**src/rtl/video_pkg.sv**
```systemverilog
// Shared video stream types for the pixel packer/unpacker pair.
// Wire byte order for a pixel is G, B, R, starting at the lowest byte lane.
package video_pkg;

    localparam int         BYTES_PER_PIXEL = 3;
    localparam int         WORD_BYTES      = 4;
    localparam logic [3:0] KEEP_ALL        = 4'hf;

    typedef struct packed {
        logic [7:0] r;
        logic [7:0] g;
        logic [7:0] b;
    } pixel_t;

    typedef enum logic [1:0] {PH_A, PH_B, PH_C, PH_D} phase_t;

    typedef struct packed {
        pixel_t pix;
        logic   sof;
        logic   eol;
    } beat_t;

    // Three stream-order bytes to a pixel; the packer uses the inverse mapping.
    function automatic pixel_t bytes_to_pixel(input logic [7:0] b0,
                                              input logic [7:0] b1,
                                              input logic [7:0] b2);
        pixel_t p;
        p.g = b0;
        p.b = b1;
        p.r = b2;
        return p;
    endfunction

endpackage

```
**src/rtl/pixel_out_reg.sv**
```systemverilog
// Single registered valid/ready output stage carrying one pixel plus sof/eol.
module pixel_out_reg
    import video_pkg::*;
(
    input  logic  aclk,
    input  logic  aresetn,
    input  logic  in_valid,
    input  beat_t in_beat,
    output logic  load,
    output logic  out_valid,
    input  logic  out_ready,
    output beat_t out_beat
);

    assign load = !out_valid || out_ready;

    always_ff @(posedge aclk or negedge aresetn) begin
        if (!aresetn) begin
            out_valid <= 1'b0;
            out_beat  <= '0;
        end else if (load) begin
            out_valid <= in_valid;
            if (in_valid) begin
                out_beat <= in_beat;
            end
        end
    end

endmodule

```
**src/rtl/unpacker.sv**
```systemverilog
// Unpacks 32-bit stream words (3 words = 4 pixels) into one 24-bit pixel per transfer.
// UNPACKER_STATS_EN adds frame_count/line_count outputs.
//
// state | meaning
// PH_A  | no residual bytes held
// PH_B  | one residual byte held (h0)
// PH_C  | two residual bytes held (h0,h1)
// PH_D  | three residual bytes held; emit them without taking a word
module unpacker
    import video_pkg::*;
#(
    parameter bit RESYNC_ON_SOF = 1'b1
) (
    input  logic        aclk,
    input  logic        aresetn,
    input  logic [31:0] in_stream_tdata,
    input  logic [3:0]  in_stream_tkeep,
    input  logic        in_stream_tlast,
    input  logic        in_stream_tuser,
    input  logic        in_stream_tvalid,
    output logic        in_stream_tready,
    output logic [7:0]  r,
    output logic [7:0]  g,
    output logic [7:0]  b,
    output logic        out_valid,
    input  logic        out_ready,
    output logic        sof,
    output logic        eol,
    output logic        protocol_err
`ifdef UNPACKER_STATS_EN
    ,
    output logic [15:0] frame_count,
    output logic [15:0] line_count
`endif
);

    phase_t                              phase, phase_nxt, eph;
    logic [BYTES_PER_PIXEL-1:0][7:0]     resid, resid_nxt;
    logic [WORD_BYTES-1:0][7:0]          lane;
    logic                                d_eol, d_eol_nxt;
    logic                                err_nxt;
    logic                                load, word_ready, accept;
    logic                                beat_valid;
    beat_t                               beat, out_beat;

    assign lane       = in_stream_tdata;
    assign word_ready = load && (phase != PH_D);
    assign accept     = in_stream_tvalid && word_ready;
    // Reset gates only the port so the flops never see aresetn as data.
    assign in_stream_tready = word_ready && aresetn;

    // A resynchronising tuser word is unpacked as if no bytes were held.
    assign eph = (RESYNC_ON_SOF && in_stream_tuser && (phase == PH_B || phase == PH_C))
                 ? PH_A : phase;

    always_comb begin
        phase_nxt  = phase;
        resid_nxt  = resid;
        d_eol_nxt  = d_eol;
        err_nxt    = protocol_err;
        beat_valid = 1'b0;
        beat       = '0;
        if (accept) begin
            beat_valid = 1'b1;
            beat.sof   = in_stream_tuser;
            if (in_stream_tkeep != KEEP_ALL || (in_stream_tuser && phase != PH_A)) begin
                err_nxt = 1'b1;
            end
            case (eph)
                PH_A: begin
                    beat.pix  = bytes_to_pixel(lane[0], lane[1], lane[2]);
                    resid_nxt = {8'h00, 8'h00, lane[3]};
                    phase_nxt = PH_B;
                end
                PH_B: begin
                    beat.pix  = bytes_to_pixel(resid[0], lane[0], lane[1]);
                    resid_nxt = {8'h00, lane[3], lane[2]};
                    phase_nxt = PH_C;
                end
                PH_C: begin
                    beat.pix  = bytes_to_pixel(resid[0], resid[1], lane[0]);
                    resid_nxt = {lane[3], lane[2], lane[1]};
                    phase_nxt = PH_D;
                    d_eol_nxt = in_stream_tlast;
                end
                default: ;
            endcase
            // Short line: close it on this pixel and drop the leftover bytes.
            if (in_stream_tlast && eph != PH_C) begin
                beat.eol  = 1'b1;
                phase_nxt = PH_A;
                resid_nxt = '0;
                err_nxt   = 1'b1;
            end
        end else if (phase == PH_D && load) begin
            beat_valid = 1'b1;
            beat.pix   = bytes_to_pixel(resid[0], resid[1], resid[2]);
            beat.eol   = d_eol;
            phase_nxt  = PH_A;
            d_eol_nxt  = 1'b0;
        end
    end

    always_ff @(posedge aclk or negedge aresetn) begin
        if (!aresetn) begin
            phase        <= PH_A;
            resid        <= '0;
            d_eol        <= 1'b0;
            protocol_err <= 1'b0;
        end else begin
            phase        <= phase_nxt;
            resid        <= resid_nxt;
            d_eol        <= d_eol_nxt;
            protocol_err <= err_nxt;
        end
    end

    pixel_out_reg u_out (
        .aclk      (aclk),
        .aresetn   (aresetn),
        .in_valid  (beat_valid),
        .in_beat   (beat),
        .load      (load),
        .out_valid (out_valid),
        .out_ready (out_ready),
        .out_beat  (out_beat)
    );

    assign r   = out_beat.pix.r;
    assign g   = out_beat.pix.g;
    assign b   = out_beat.pix.b;
    assign sof = out_beat.sof;
    assign eol = out_beat.eol;

`ifdef UNPACKER_STATS_EN
    always_ff @(posedge aclk or negedge aresetn) begin
        if (!aresetn) begin
            frame_count <= '0;
            line_count  <= '0;
        end else if (out_valid && out_ready) begin
            if (sof) begin
                frame_count <= frame_count + 16'd1;
                line_count  <= {15'd0, eol};
            end else if (eol) begin
                line_count  <= line_count + 16'd1;
            end
        end
    end
`endif

endmodule

```
**config.mk**
```make
export PLATFORM = sky130hd
export DESIGN_NAME = unpacker
export DESIGN_NICKNAME = d
export VERILOG_FILES = /design/src/rtl/video_pkg.sv /design/src/rtl/pixel_out_reg.sv /design/src/rtl/unpacker.sv
export SDC_FILE = /design/constraint.sdc
export NUM_CORES = 1
export LEC_CHECK = 0
export CORE_MARGIN = 4
export CORE_UTILIZATION = 51
export DETAILED_ROUTE_END_ITERATION = 8
export GPL_ROUTABILITY_DRIVEN = 0
export PLACE_DENSITY_LB_ADDON = 0.05
export SLEW_MARGIN = 20
export SYNTH_ARGS = -nofsm -noshare
export SYNTH_HDL_FRONTEND = slang
export SYNTH_HIERARCHICAL = 1
export SYNTH_SLANG_ARGS = --single-unit
export TNS_END_PERCENT = 100
```
**constraint.sdc**
```tcl
create_clock -name aclk -period 3 [get_ports aclk]
set_input_delay 0.6 -clock aclk [delete_from_list [all_inputs] [get_ports aclk]]
set_output_delay 0.6 -clock aclk [all_outputs]
set_load 0.02 [all_outputs]
```
Word-level counts from Yosys, hierarchy flattened

Cells that the tools add are included.

Multiplexer cells: 21
Reductions and logical operators: 21
Equality and inequality tests: 10

Operator list:

| cell                                                  | count |
|---|---|
| one-hot mux 24 bit (3 select lines)                   | 2 |
| two-way mux 24 bit                                    | 3 |
| two-way mux 1 bit                                     | 11 |
| AND reduction 2 bit                                   | 5 |
| two-way mux 2 bit                                     | 4 |
| logical AND 1 bit                                     | 7 |
| == test 2 bit, second input constant                  | 3 |
| one-hot mux 2 bit (3 select lines)                    | 1 |
| nonzero test 2 bit                                    | 3 |
| inequality test 5 x 1 -> 1 bit, second input constant | 1 |
| == test 2 x 1 -> 1 bit, second input constant         | 2 |
| inequality test 2 bit, second input constant          | 2 |
| inequality test 4 bit, second input constant          | 1 |
| nonzero test 4 bit                                    | 1 |
| logical OR 1 bit                                      | 3 |
| zero test 2 bit                                       | 1 |
| inequality test 2 x 1 -> 1 bit, second input constant | 1 |
| zero test 1 bit                                       | 1 |

Flip-flop bits (word level): 55
Output and inout port bits: 29
Word-level logic and storage cells: 64

Longest topological paths before layout

Gate-level depths: netlist (run 1).

Depth in word-level cells: 8
Gate-level depth with buffers: 12
Gate-level depth less buffers: 10

Modules after synthesis

The synthesis (run 1) kept the hierarchy.

Modules (own cells, without submodules):

| module        | sequential area each (um^2) | area each (um^2) | cells each | instances |
|---|---|---|---|---|
| unpacker      | 700.7                       | 2158.3           | 238        | 1 |
| pixel_out_reg | 675.6                       | 1097.3           | 58         | 1 |

Least setup slack after synthesis (run 1)

No wires, ideal clock.

Path kind: register to register
Start: register phase[0]
End: register, netlist name u_out/out_beat[10]
Path slack: 0.735 ns
Setup time: 0.125 ns
Arrival: 2.140 ns
Cell stages (with the launch flop): 12
Period minus slack after synthesis: 2.265 ns
Cell sequence: dfrtp_1 > inv_1 > ha_1 > nand2_1 > nand2_1 > inv_1 > ha_1 > buf_2 > or2_2 > a21oi_2 > o32ai_1 > mux2_4

RTL lines:

| what                     | line            | text |
|---|---|---|
| start: declaration       | unpacker.sv:37  | `phase_t phase, phase_nxt, eph;` |
| start signal: assignment | unpacker.sv:111 | `phase <= phase_nxt;` |

Worst setup path after layout (run 1)

Start: input port out_ready
End: output port in_stream_tready

Word-level cells in the longest chain between the ends: 3

RTL lines:

| what               | line                | text |
|---|---|---|
| start: declaration | unpacker.sv:26      | `input logic out_ready,` |
| logical OR 1 bit   | pixel_out_reg.sv:15 | `assign load = !out_valid \|\| out_ready;` |
| via load           | unpacker.sv:42      | `logic load, word_ready, accept;` |
| logical AND 1 bit  | unpacker.sv:47      | `assign word_ready = load && (phase != PH_D);` |
| logical AND 1 bit  | unpacker.sv:50      | `assign in_stream_tready = word_ready && aresetn;` |
| end: declaration   | unpacker.sv:21      | `output logic in_stream_tready,` |

The timed path passes the listed nets, and every way through them passes these cells.

==> flow_summary.yaml, run 1 <==
synthesis:
  yosys.cell_types.count: 42
  synth-seq-cells: 55
  synth_seq_area_share_pct: 42.28
  synth_simple_gate_area_share_pct: 8.762
  synthAdderAreaFrac_pct: 3.075
  syn-num-nets: 346
  ys_warn_count: 6
  synth_edf_count: 0
  avgSynthCellArea_um2: 11.00
  synth_top_family_by_area: "multiplexers"
  synth_xor_area_share_pct: 0
  synth_compound_area_share_pct: 18.72
  ys.flop_type: "dfrtp_1"
  syn_area_mm2: 0.003256
  async_flop_share_pct: 100.0
  synth_cells: 296
  synth.area.mux_share_pct: 19.45
sta:
  worst_slew_pin_slew_ns: 0.7328
  post-route-period-util_pct: 86.14
  layout_setup_ws_ns: 0.4157
  hold_violations: 0
  min_period_ns: 2.584
  setup_viol: 0
  finalMaxSlewViolations: 0
  fin_skew_ns: 0.008158
  rsz0062_at_grt: "no"
  fmax_mhz: 387.0
  holdWs_ns: 0.4660
  relSlewSlack_pct: 51.15
  timing.setup.tns_ns: 0
worst_setup_path:
  worstPathRequired_ns: 2.40
  critPathKind: "in -> out"
  rr_worst_depth: 11
  crit_path_cell_trace: "clkdlybuf4s50_1, nand2b_4, and3_1, clkdlybuf4s50_1"
  slowest_delay_ns: 0.60
  critPathLaunchType: "primary input"
  crit_slowest_cell: "clkdlybuf4s50_1"
  r2r_setup_slack_ns: 0.50
  crit_fanout: 9
  cp_common_cell: "clkdlybuf4s50_1"
  cp-end-kind: "output pin"
  cp.arrival_ns: 1.98
global_routing:
  grt_pass1_vias: 2609
  grt.total_usage_pct: 22.71
  grt_pass1_wl_um: 13450
  grt_max_degree: 56
  overflow: 0
  antenna_found_initial: 0
cts:
  clockBufferDepth: 2
  numCtsBuffers: 5
  cts_tree: "yes"
  cts_setup_buffers: 0
  h-tree-depth: 2
  cts-root-buf: "clkbuf_8"
  clock-sinks: 55
  clkTransAtPathRegs_ns: 0.10
  clock_latency_ns: 0.31
  holdBufCountCts: 0
  ctsResizeCount: 0
placed_design:
  dp_slack_ns: 0.1659
  port_buffers: 70
  postPlaceCellArea_mm2: 0.004016
  dp_hpwl_um: 5928
  dp.cells: 432
routing:
  routedWlPerCell_um: 19.09
  viasPerCell: 5.945
  ant_nets: 0
  drt-pass1-iter-count: 5
  routed_wl_um: 8398
  drt_iter0_drc: 252
  num_vias: 2616
  drc: 0
layout:
  final_nets: 414
  layout.cells.non_filler: 440
  diodes: 0
  stdcell_area_mm2: 0.004111
  area_delta_synth_final_pct: 26.29
  drive_gt1_share_pct: 16.99
  final_cell_mix: "69 x clkdlybuf4s50_1, 55 x dfrtp_1, 30 x inv_1"
  final_common_cell: "clkdlybuf4s50_1"
  fin_util_pct: 67.84
power_and_ir_drop:
  p_per_area_mw_per_mm2: 863.7
  ir_drop_uv: 504.0
  power_mw: 3.551
  p_leak_nw: 1.842
die:
  core_area_mm2: 0.006061
  pin_count: 71
  initial_utilization_pct: 53.72
  num_rows: 28
  die_w_um: 87.90
  die_area_mm2: 0.007726
  die_h_um: 87.90
flow_run:
  cap_violations: 0
outcome:
  status: "complete, no violations"
min_path:
  hold_path_class: "in -> async"
[area by class of cell]
type	instances	area, µm²
fillers	472	1949
flip-flops and latches	55	1376
clock inverters	1	8.758
inverters	32	120.1
clock buffers	7	86.33
well taps	75	93.84
multi-input cells	188	1628
repair buffers	82	798.3
[final timing paths]
| path | start | end |
|---|---|---|
| max | out_ready | in_stream_tready |
| min | aresetn | u_out/out_beat[21]$_DFFE_PN0P_ |
| max reg2reg | phase[0]$_DFFE_PN0P_ | resid[9]$_DFFE_PN0P_ |
| min reg2reg | u_out/out_beat[9]$_DFFE_PN0P_ | u_out/out_beat[9]$_DFFE_PN0P_ |
| max in group asynchronous | aresetn | phase[0]$_DFFE_PN0P_ |
| min in group aclk | u_out/out_beat[9]$_DFFE_PN0P_ | u_out/out_beat[9]$_DFFE_PN0P_ |
[critical path, delay by kind of cell]
kind / cells / cell delay (ns)
simple gates: 2 / 0.33
buf+inv: 2 / 1.06
[routing by layer]
layer	track usage, %	up-vias	wire length (µm)
li1	-	1214	-
met1	30.24	1286	3647
met2	37.95	104	4053
met3	4.139	12	585
met4	6.416	0	113
met5	0	-	0
[state kept, by name, summed over array words and instances (netlist names)]
register and flops:
d_eol 1, phase 2, protocol_err 1, resid 24, u_out/out_beat 26, u_out/out_valid 1
[synth_stat cells (2+ instances only)]
master	instances	area share, %
dfrtp_1	55	42
inv_1	30	3.5
a22oi_1	24	5.5
mux2_4	24	11
nand2_1	19	2.2
mux2i_1	16	4.9
buf_2	15	2.3
mux2_2	10	3.5
o32ai_1	10	2.7
nor2_1	9	1.0
nor3_1	9	1.4
a211o_1	8	2.2
a222oi_1	8	2.5
ha_1	8	3.1
o21ai_0	8	1.2
o2bb2ai_1	8	2.2
buf_6	3	1.0
a21oi_2	2	0.54
and2_1	2	0.38
clkbuf_1	2	0.23
clkinv_1	2	0.23
nand2b_1	2	0.38
nand3b_1	2	0.46
nor2b_1	2	0.38
[cell families (layout without fill, tap and decap cells)]
logic type      after synthesis  count (layout)
compound gates               75              75
flops                        55              55
simple gates                 55              55
buf+inv                      53             122
mux                          50              50
fa+ha+maj                     8               8
[power breakdown]
part | switching [mW] | total, mW | internal [mW]
clock network | 0.250 | 0.440 | 0.190
registers | 0.144 | 1.14 | 1.00
logic | 1.03 | 1.97 | 0.935
(Power assumes the default switching activity.)
==> run 2: changes to the inputs <==
CORE_MARGIN = 2   (was 4)
==> run 2 against run 1 <==
Critical endpoint is now resid[4]$_DFFE_PN0P_. Critical path depth increased by 7. Sequential power about the same. Final area grew 0.18%. First-iteration DRC count is 36% lower. Via count down 0.88%. Fmax decreased by 0.70%. Global-route usage rose by 1.5 points. Routed wire length fell by 3.6%. Critical path type is now reg -> reg. Clock power shrank 5.5%. Clock skew up 0.00053 ns.
==> flow_summary.yaml, run 2 (synthesis results as in run 1) <==
outcome:
  status: "complete, no violations"
worst_setup_path:
  r2r_setup_slack_ns: 0.40
  crit_path_cell_trace: "inv_1, ha_1, nand2_1, nand2_1, inv_1, ha_1, buf_12, nor2_1, a21oi_4, buf_4, mux2i_1"
  critPathKind: "reg -> reg"
  worstPathRequired_ns: 3.24
  slowest_delay_ns: 0.46
  crit_slowest_cell: "a21oi_4"
  rr_worst_depth: 11
  reg2reg_to: "resid[4]$_DFFE_PN0P_"
  rr_startpoint: "phase[0]$_DFFE_PN0P_"
  cp.arrival_ns: 2.84
  crit_fanout: 26
  critPathLaunchType: "flop"
  cp.buffers_inverters: 4
  cp-end-kind: "flop"
  path_delay_family: "buffers and inverters"
layout:
  regMostFlops: "u_out/out_beat"
  largest_registers: "u_out/out_beat (26), resid (24), phase (2)"
  stdcell_area_mm2: 0.004119
  final_nets: 414
  nFillCells: 508
  largest_reg_flops: 26
  area_delta_synth_final_pct: 26.52
  diodes: 0
  fin_util_pct: 65.62
  final_cell_mix: "69 x clkdlybuf4s50_1, 55 x dfrtp_1, 30 x inv_1"
  final_common_cell: "clkdlybuf4s50_1"
  drive_gt1_share_pct: 17.26
cts:
  cts_tree: "yes"
  holdBufCountCts: 0
  clock_latency_ns: 0.32
  clockBufferDepth: 2
  clock-sinks: 55
  cts_setup_buffers: 0
  ctsResizeCount: 0
  cts-root-buf: "clkbuf_8"
  numCtsBuffers: 5
  h-tree-depth: 2
  clkTransAtPathRegs_ns: 0.10
sta:
  timing.setup.tns_ns: 0
  worst_slew_pin_slew_ns: 0.7207
  post-route-period-util_pct: 86.75
  min_period_ns: 2.602
  setup_viol: 0
  hold_violations: 0
  finalMaxSlewViolations: 0
  relSlewSlack_pct: 51.95
  rsz0062_at_grt: "no"
  fin_skew_ns: 0.008685
  holdWs_ns: 0.4532
  fmax_mhz: 384.3
die:
  initial_utilization_pct: 51.86
  die_h_um: 83.90
  pin_count: 71
  num_rows: 29
  core_area_mm2: 0.006277
  die_w_um: 83.90
  die_area_mm2: 0.007038
placed_design:
  port_buffers: 70
  postPlaceCellArea_mm2: 0.004031
  dp_hpwl_um: 5714
routing:
  routed_wl_um: 8098
  drt-pass1-iter-count: 6
  viasPerCell: 5.867
  routedWlPerCell_um: 18.32
  ant_nets: 0
  num_vias: 2593
  drt_iter0_drc: 161
  drc: 0
power_and_ir_drop:
  p_per_area_mw_per_mm2: 856.3
  ir_drop_uv: 578.9
  p_leak_nw: 1.844
flow_run:
  cap_violations: 0
global_routing:
  grt_pass1_vias: 2707
  overflow: 0
  grt_max_degree: 56
  grt.total_usage_pct: 24.17
  antenna_found_initial: 0
  grt_pass1_wl_um: 13470
min_path:
  hold_path_class: "in -> async"
[run 2: changes by cell type in the layout (fill, tap and decap cells not counted)]
cell and change:
clkinv_2 +2, buf_12 +1, buf_4 -1, clkbuf_1 -1
clkbuf_8 -1, clkinv_4 -1, inv_6 +1
[run 2: where the power goes]
part | switching, mW | internal (mW)
logic | 1.03 | 0.942
clock network | 0.251 | 0.165
registers | 0.136 | 1.00
[run 2: worst max-delay path by stage]
stage	from	to	slack [ns]	cells after the start
after CTS	out_ready	in_stream_tready	0.40	4
final	phase[0]$_DFFE_PN0P_	resid[4]$_DFFE_PN0P_	0.40	11
after floorplan	phase[0]$_DFFE_PN0P_	u_out/out_beat[10]$_DFFE_PN0P_	0.73	11
after detailed placement	in_stream_tuser	resid[1]$_DFFE_PN0P_	0.12	10
after global routing	phase[0]$_DFFE_PN0P_	resid[17]$_DFFE_PN0P_	0.23	11
after global placement	in_stream_tuser	u_out/out_beat[11]$_DFFE_PN0P_	0.17	9
[run 2: layout make-up]
type | instances | area, µm² | area share (%)
flip-flops and latches | 55 | 1376 | 33.41
inverters | 32 | 120.1 | 2.916
clock buffers | 5 | 68.82 | 1.671
clock inverters | 3 | 18.77 | 0.4557
repair buffers | 82 | 810.8 | 19.68
well taps | 77 | 96.34 | 2.339
multi-input cells | 188 | 1628 | 39.52
[run 2: stage by stage]
| stage | total power [mW] | setup slack [ns] | instances |
|---|---|---|---|
| after floorplan | 2.428 | 0.7346 | 296 |
| final | 3.527 | 0.3976 | 442 |
| after CTS | 3.549 | 0.4012 | 442 |
| after detailed placement | 3.119 | 0.1177 | 434 |
| after global placement | 3.082 | 0.1684 | 434 |
| after global routing | 3.756 | 0.2267 | 442 |
[run 2: per-layer routing]
layer | vias to the layer above | global-route usage (%) | share of wire (%)
met5 | - | 0 | 0
met4 | 0 | 9.531 | 1.7
met3 | 9 | 4.154 | 5.2
met2 | 92 | 39.49 | 49
met1 | 1277 | 32.04 | 44
li1 | 1215 | - | -
==> run 3: changes to the inputs <==
--- a/config.mk
+++ b/config.mk
@@ -8,4 +8,5 @@
 export CORE_MARGIN = 2
 export CORE_UTILIZATION = 51
+export CTS_CLUSTER_DIAMETER = 120
 export DETAILED_ROUTE_END_ITERATION = 8
 export GPL_ROUTABILITY_DRIVEN = 0
==> constraint.sdc (replaced) <==
create_clock -name aclk -period 3 [get_ports aclk]
set_input_delay 0.6 -clock aclk [delete_from_list [all_inputs] [get_ports aclk]]
set_output_delay 0.6 -clock aclk [all_outputs]
set_load 0.05 [all_outputs]
==> run 3 against run 2 <==
Sequential share of layout area down 0.071 points. Clock skew decreased by 0.0030 ns. Via count increased by 1.1%. Final cell count down 0.68%. Clock-buffer cell count is 1 higher. Die area is the same. Clock power grew 28%. Total power increased by 13%. First-iteration DRC count rose by 11%. Fmax rose by 4.8%. Critical endpoint is now u_out/out_beat[10]$_DFFE_PN0P_. Highest routed layer unchanged.
==> flow_summary.yaml, run 3 (synthesis results as in run 1) <==
worst_setup_path:
  cp.buffers_inverters: 2
  cp_common_cell: "nand2_1"
  cp-end-kind: "flop"
  crit_slowest_cell: "clkdlybuf4s50_1"
  critPathLaunchType: "primary input"
  r2r_setup_slack_ns: 0.54
  crit_path_cell_trace: "clkdlybuf4s50_1, nand2_1, nand2_1, inv_1, ha_1, or2_2, a21oi_2, o32ai_1, mux2_4"
  critPathKind: "in -> reg"
  slowest_delay_ns: 0.48
  worstPathRequired_ns: 3.21
  cp.arrival_ns: 2.69
  path_delay_family: "buffers and inverters"
  crit_fanout: 8
routing:
  ant_nets: 0
  drt-pass1-iter-count: 6
  num_vias: 2622
  routed_wl_um: 8350
  drc: 0
  drt_iter0_drc: 178
  viasPerCell: 5.973
  routedWlPerCell_um: 19.02
global_routing:
  antenna_found_initial: 0
  grt_max_degree: 56
  grt_pass1_wl_um: 13790
  overflow: 0
  grt_pass1_vias: 2776
  grt.total_usage_pct: 24.80
power_and_ir_drop:
  power_mw: 3.987
  ir_drop_uv: 631.7
  p_leak_nw: 1.844
  p_per_area_mw_per_mm2: 966.0
cts:
  clock-sinks: 55
  numCtsBuffers: 5
  clockBufferDepth: 2
  cts_tree: "yes"
  h-tree-depth: 2
  cts-root-buf: "clkbuf_8"
  clkTransAtPathRegs_ns: 0.10
  cts_setup_buffers: 0
  holdBufCountCts: 0
  ctsResizeCount: 0
  clock_latency_ns: 0.32
placed_design:
  dp_slack_ns: 0.1840
  dp.cells: 431
  port_buffers: 70
  dp_hpwl_um: 5817
sta:
  layout_setup_ws_ns: 0.5172
  min_period_ns: 2.483
  setup_viol: 0
  relSlewSlack_pct: 52.45
  post-route-period-util_pct: 82.76
  finalMaxSlewViolations: 0
  rsz0062_at_grt: "no"
  timing.setup.tns_ns: 0
  fmax_mhz: 402.8
  fin_skew_ns: 0.005658
  worst_slew_pin_slew_ns: 0.7133
  hold_violations: 0
die:
  die_h_um: 83.90
  die_w_um: 83.90
  die_area_mm2: 0.007038
  initial_utilization_pct: 51.86
  pin_count: 71
  core_area_mm2: 0.006277
  num_rows: 29
outcome:
  status: "complete, no violations"
layout:
  final_cell_mix: "68 x clkdlybuf4s50_1, 55 x dfrtp_1, 30 x inv_1"
  nFillCells: 534
  drive_gt1_share_pct: 16.85
  largest_registers: "u_out/out_beat (26), resid (24), phase (2)"
  diodes: 0
  regMostFlops: "u_out/out_beat"
  final_nets: 411
  layout.cells.non_filler: 439
  largest_reg_flops: 26
  final_common_cell: "clkdlybuf4s50_1"
  area_delta_synth_final_pct: 26.79
  fin_util_pct: 65.76
min_path:
  hold_path_class: "in -> async"
flow_run:
  cap_violations: 0
[run 3: final timing paths]
check                                         startpoint                             end  depth (start not counted)
worst min-delay path                             aresetn  u_out/out_beat[21]$_DFFE_PN0P_                          2
min in group aclk               protocol_err$_DFFE_PN0P_        protocol_err$_DFFE_PN0P_                          1
max in group asynchronous                        aresetn               d_eol$_DFFE_PN0P_                          2
worst max register to register      phase[0]$_DFFE_PN0P_           resid[10]$_DFFE_PN0P_                         11
worst max-delay path                     in_stream_tuser  u_out/out_beat[10]$_DFFE_PN0P_                          9
worst min register to register  protocol_err$_DFFE_PN0P_        protocol_err$_DFFE_PN0P_                          1
[run 3: final cells by class]
class                           count  area (µm²)  share of cell area (%)
Tap cell                           77       96.34                   2.334
Sequential cell                    55        1376                   33.34
Clock inverter                      2       38.79                  0.9397
Timing Repair Buffer               79       785.8                   19.04
Multi-Input combinational cell    188        1628                   39.44
Inverter                           32       120.1                   2.910
Clock buffer                        6       82.58                   2.001
[run 3: power breakdown]
part | switching, mW | internal [mW] | total, mW
registers | 0.141 | 1.00 | 1.14
clock network | 0.256 | 0.275 | 0.531
logic | 1.39 | 0.928 | 2.31
total | 1.78 | 2.20 | 3.99
[run 3: metrics by stage]
stage                     instance area [µm²]  hold WS (ns)
final                                    4128        0.4638
after global routing                     4128        0.5254
after CTS                                4128        0.4972
after detailed placement                 4006        0.4690
after global placement                   4006        0.4648
after floorplan                          3256        0.3044
[run 3: per-layer routing]
layer	vias up	wire, µm	track usage (%)
li1	1208	-	-
met1	1280	3631	32.76
met2	115	4045	40.73
met3	19	507	4.649
met4	0	166	9.091
met5	-	0	0
[run 3: worst reg2reg max path, stage by stage (launching register included)]
cell and delay, ns:
dfrtp_1 0.41, inv_1 0.07, ha_1 0.29, nand2_1 0.08
nand2_1 0.12, inv_1 0.16, ha_1 0.22, buf_12 0.18
nor2_1 0.09, a21oi_4 0.17, buf_12 0.21, mux2_2 0.38
